<file path="src/rtl/therm_pkg.sv">
// Shared constants and types for the thermometer-code decoders.
package therm_pkg;

  // Default bar width (10 segments) and the count width able to hold 0..10.
  localparam int DEF_WIDTH = 10;
  localparam int DEF_OUT_W = 4;

  // Decoder FSM: HOLD idles with an accepted code, SETTLE times a new one.
  typedef enum logic {
    HOLD   = 1'b0,
    SETTLE = 1'b1
  } therm_state_t;

  // Value driven onto the error flag for a clean code or a bubbled one.
  localparam logic LEGAL  = 1'b0;
  localparam logic BUBBLE = 1'b1;

endpackage

</file>
<file path="src/rtl/therm_code_check.sv">
// Combinational thermometer-code checker: reports whether a code has the
// form 0..01..1 (all-zero and all-one included) and its segment count.
module therm_code_check
  import therm_pkg::*;
#(
  parameter int WIDTH = DEF_WIDTH,
  parameter int OUT_W = DEF_OUT_W
) (
  input  logic [WIDTH-1:0] code,
  output logic             legal,
  output logic [OUT_W-1:0] count
);

  logic [WIDTH-1:0] code_inc;

  // A run of ones from bit 0 turns into a single carry when incremented, so
  // it shares no set bit with its successor; any bubble leaves an overlap.
  assign code_inc = code + WIDTH'(1);
  assign legal    = ((code & code_inc) == '0);

  // Segment count; only meaningful when the code is legal.
  always_comb begin
    count = '0;
    for (int i = 0; i < WIDTH; i++) begin
      count = count + OUT_W'(code[i]);
    end
  end

endmodule

</file>
<file path="src/rtl/therm_2_bin.sv">
// Debounced thermometer-to-binary decoder. The raw bar code is synchronized,
// must stay unchanged for STABLE_CYCLES clocks, and is then accepted: a
// legal code updates number, a bubbled code raises error, and valid strobes
// for one cycle. A code that settles back to the last accepted one is silent.
//
// Handshake: valid is a one-cycle strobe with no ready; number and error are
// registered and change only in the cycle valid is high (or on reset).
module therm_2_bin
  import therm_pkg::*;
#(
  parameter int WIDTH         = DEF_WIDTH,
  parameter int OUT_W         = DEF_OUT_W,
  parameter int STABLE_CYCLES = 1000
) (
  input  logic             clk,
  input  logic             reset,
  input  logic [WIDTH-1:0] thermometer,
  output logic [OUT_W-1:0] number,
  output logic             valid,
  output logic             error
);

  localparam int              CNT_W    = $clog2(STABLE_CYCLES);
  localparam logic [CNT_W-1:0] CNT_LAST = CNT_W'(STABLE_CYCLES - 1);

  logic [WIDTH-1:0] sync1;
  logic [WIDTH-1:0] sync2;
  logic [WIDTH-1:0] prev;
  logic [WIDTH-1:0] last_code;
  logic [CNT_W-1:0] cnt;
  logic [CNT_W-1:0] cnt_n;
  therm_state_t     state;
  therm_state_t     state_n;
  logic             changed;
  logic             accept;
  logic             update;
  logic             legal;
  logic [OUT_W-1:0] count;

  therm_code_check #(
    .WIDTH (WIDTH),
    .OUT_W (OUT_W)
  ) u_check (
    .code  (sync2),
    .legal (legal),
    .count (count)
  );

  assign changed = (sync2 != prev);
  // An accept that lands back on the stored code is a glitch that recovered.
  assign update  = accept && (sync2 != last_code);

  // Two-flop synchronizer plus one-clock delayed copy for change detection.
  always_ff @(posedge clk or posedge reset) begin
    if (reset) begin
      sync1 <= '0;
      sync2 <= '0;
      prev  <= '0;
    end else begin
      sync1 <= thermometer;
      sync2 <= sync1;
      prev  <= sync2;
    end
  end

  // FSM state and stability counter registers.
  always_ff @(posedge clk or posedge reset) begin
    if (reset) begin
      state <= HOLD;
      cnt   <= '0;
    end else begin
      state <= state_n;
      cnt   <= cnt_n;
    end
  end

  // Next state: any change restarts settling; a full quiet window accepts.
  always_comb begin
    state_n = state;
    cnt_n   = cnt;
    accept  = 1'b0;
    if (changed) begin
      cnt_n   = '0;
      state_n = SETTLE;
    end else if (state == SETTLE) begin
      if (cnt == CNT_LAST) begin
        accept  = 1'b1;
        state_n = HOLD;
      end else begin
        cnt_n = cnt + CNT_W'(1);
      end
    end
  end

  // Output registers: a bubble keeps the old number but flags error.
  always_ff @(posedge clk or posedge reset) begin
    if (reset) begin
      number    <= '0;
      valid     <= 1'b0;
      error     <= LEGAL;
      last_code <= '0;
    end else begin
      valid <= update;
      if (update) begin
        last_code <= sync2;
        error     <= legal ? LEGAL : BUBBLE;
        if (legal) begin
          number <= count;
        end
      end
    end
  end

endmodule
</file>
<file path="config.mk">
export PLATFORM = sky130hd
export DESIGN_NAME = therm_2_bin
export DESIGN_NICKNAME = d
export VERILOG_FILES = /design/src/rtl/therm_pkg.sv /design/src/rtl/therm_code_check.sv /design/src/rtl/therm_2_bin.sv
export SDC_FILE = /design/constraint.sdc
export NUM_CORES = 1
export LEC_CHECK = 0
export BUFFER_PORTS_ARGS = -buffer_cell sky130_fd_sc_hd__buf_2
export CORE_UTILIZATION = 45
export DETAILED_ROUTE_END_ITERATION = 10
export PLACE_DENSITY = 0.61
export SYNTH_ARGS = -nofsm -noshare
export SYNTH_HDL_FRONTEND = slang
export SYNTH_HIERARCHICAL = 1
export SYNTH_SLANG_ARGS = --single-unit
export TNS_END_PERCENT = 20
</file>
<file path="constraint.sdc">
create_clock -name clk -period 3 [get_ports clk]
set_input_delay 0 -clock clk [delete_from_list [all_inputs] [get_ports clk]]
set_output_delay 0 -clock clk [all_outputs]
set_load 0.05 [all_outputs]
</file>
==> run summary <==
Ant. Diodes - 0
Cell Rows - 26
Syn Nets - 201
RSZ-0062 raised after global routing - true
Comb power frac - 9.8%
Switching power total - 0.0003906 W
Clock network power share - 41.8%
DRT antenna net count - 0
Req. time, crit path - 3.22 ns
Part of the power in registers - 48.4%
Pwr Density - 564.0 mW/mm²
Register-to-Register Path Depth - 10
Clk_lat worst skew - 0.33 ns
H-tree Lvls - 3
Period utilization - 102.6%
Switching Fraction - 23.55%
Drt drc - 0
CTS tree - built
Hold Path Class - input port to flip-flop
GRT Util Overall - 17.46%
CP Launch Type - flip-flop
R2r setup slk - -0.08 ns
Violated checks - setup timing
Final Hold Fails - 0
Die width - 74.93 µm
Routability congestion estimate from global placement - 0.8463
CTS Buf Count - 9
Detailed Route WL - 4.005 mm
Async S/R FF share, synth - 100.0%
Fill cell count - 449
Die Area - 0.005615 mm²
Layout cells sized above 1 - 27.83%
Core ar. - 0.005107 mm²
Via density per instance - 4.817
Syn avg cell area - 13.45 µm²
CTS clk-pin slew, worst paths - 0.06 ns
Placed insts - 273
Setup Viol. Count Final - 2
Starting Density - 46.86%
Sequential share of the synthesized area - 59.59%
Worst slew pin tran - 0.8108 ns
Grt ovf - 0
Worst Skew - 0.004570 ns
Setup Buffers After CTS - 0
DPL Wire Length - 2.885 mm
First-pass GRT wire length - 6.755 mm
Clk buf depth - 2
Internal - 0.001268 W
Period minus WS final - 3.077 ns
CTS Root Cell - clkbuf_8
Input/output buffers - 17
Number of DRC markers in iteration 0 - 76
Placed cell area - 0.002634 mm²
Commonest non-fill, non-tap cell in the layout - dfrtp_1
Initial antenna violation count - 0
Most frequent cells in the layout - dfrtp_1 (54), xor2_1 (17), buf_2 (17)
Top Ports - 18
Post-synth EDFFs - 0
Yosys Warn Count - 6
CTS sink count - 57
Post-Syn Instances - 178
Via count - 1,445
Library cells used by synthesis - 28
Post-synthesis cell area - 0.002394 mm²
Final Non-Filler Cells - 300
Setup TNS - -0.1474 ns
Setup CP Type - flip-flop to flip-flop
Wirelength per Cell - 13.35 µm
WP data arrival - 3.30 ns
Achievable Freq - 325.0 MHz
Final Slew Violations - 0
Rel. slew slack - 45.87%
Post-synth top flop - dfrtp_1
Vias in the first global route - 1,491
Min-Delay Path Depth - 2
Setup crit end kind - flip-flop
CP max FO - 2
Leakage power total - 1.391 nW
Die extent in y - 74.93 µm
Final Worst Setup Slack - -0.07707 ns
Max IR drop VDD - 0.0003395 V
#FFs+latches synth - 57
Status - complete, but fails checks
Synthesis-to-layout area growth - 22.84%
Drt pass-1 iters - 4
Post-route cell area - 0.002940 mm²
Nets - 248
Max-cap viol count - 0
Largest net degree at the start of global routing - 43
-- path summary, 6_finish.rpt --
check,start,to
setup / recovery,sync2[5],number[2]
hold / removal,thermometer[1],sync1[1]
setup reg to reg,sync2[5],number[2]
hold reg to reg,sync1[4],sync2[4]
max in group asynchronous,reset,sync2[5]
min in group asynchronous,reset,cnt[8]
-- cell usage after synthesis, types with 2 or more instances --
cell	number	area, µm²
a21oi_1	4	20.02
and3_1	2	12.51
dfrtp_1	57	1426
fa_1	6	120.1
ha_1	5	62.56
inv_1	17	63.81
mux2_2	10	112.6
mux2_4	4	60.06
mux2i_1	2	20.02
nand2_1	4	15.01
nand4_1	8	50.05
nor2_1	13	48.80
nor3_1	2	10.01
nor4_1	3	18.77
xnor2_1	12	105.1
xor2_1	17	148.9
-- per-stage QoR --
step	worst slack (ns)	power, W	util (%)	hold WS, ns
after floorplan	-0.02553	0.0009198	-	0.03143
after global placement	-0.01840	0.0009598	51.57	0.1087
after detailed placement	-0.09102	0.0009726	51.57	0.1093
after CTS	-0.08941	0.001684	57.57	0.2875
after global routing	-0.1928	0.001745	57.57	0.2887
final	-0.07707	0.001658	57.57	0.3032
-- critical path, cell delays in order, from the launching register on --
cell     delay (ns)
dfrtp_2        0.41
fa_1           0.53
inv_1          0.05
fa_1           0.49
fa_1           0.41
inv_1          0.07
ha_1           0.15
inv_1          0.06
fa_1           0.38
xor2_1         0.15
mux2_4         0.26
-- what timing repair did --
item | in CTS | in global routing
gates resized for setup | 0 | 0
hold buffers | 11 | 0
pin swaps | 0 | 1
endpoints found under the hold margin | 51 | 0
endpoints found under the setup margin | 2 | 3
-- power by group through the flow --
stage	clock network, W	registers [W]	logic (W)
global placement	0	0.000817	0.000143
detailed placement	0	0.000818	0.000155
global route	0.000755	0.000805	0.000185
floorplan	0	0.000819	0.000101
CTS	0.000715	0.000803	0.000166
finish	0.000693	0.000803	0.000162
-- layout make-up --
cell class                      count  area [µm²]  area share [%]
Clock inverter                      5       55.05           1.872
Clock buffer                       11       141.4           4.809
Tap cell                           70       87.58           2.979
Timing Repair Buffer               38       270.3           9.191
Inverter                           17       63.81           2.170
Multi-Input combinational cell    102       892.1           30.34
Sequential cell                    57        1430           48.64
-- registers in the layout, indices dropped and copies added (netlist names) --
| register | count |
|---|---|
| valid | 1 |
| error | 1 |
| sync2 | 10 |
| prev | 10 |
| cnt | 10 |
| number | 4 |
| state | 1 |
| last_code | 10 |
| sync1 | 10 |
-- routing by layer --
metal,up-vias,share of wire [%],GRT usage (%)
met4,0,1.9,9.434
met5,-,0,0
met3,9,4.3,7.229
met1,715,45,21.19
met2,33,48,26.63
li1,688,-,-
-- kinds of logic (layout without fill, tap and decap cells) --
logic type	after synthesis	in the layout	share of synthesized area [%]
AO/OA/AOI/OAI	8	8	2.091
AND/OR/NAND/NOR	38	38	8.887
flip-flops	57	57	59.59
multiplexers	16	16	8.050
adder cells (fa/ha/maj)	11	11	7.632
buffers and inverters	19	71	3.136
XOR/XNOR	29	29	10.61
(Power assumes the default switching activity.)
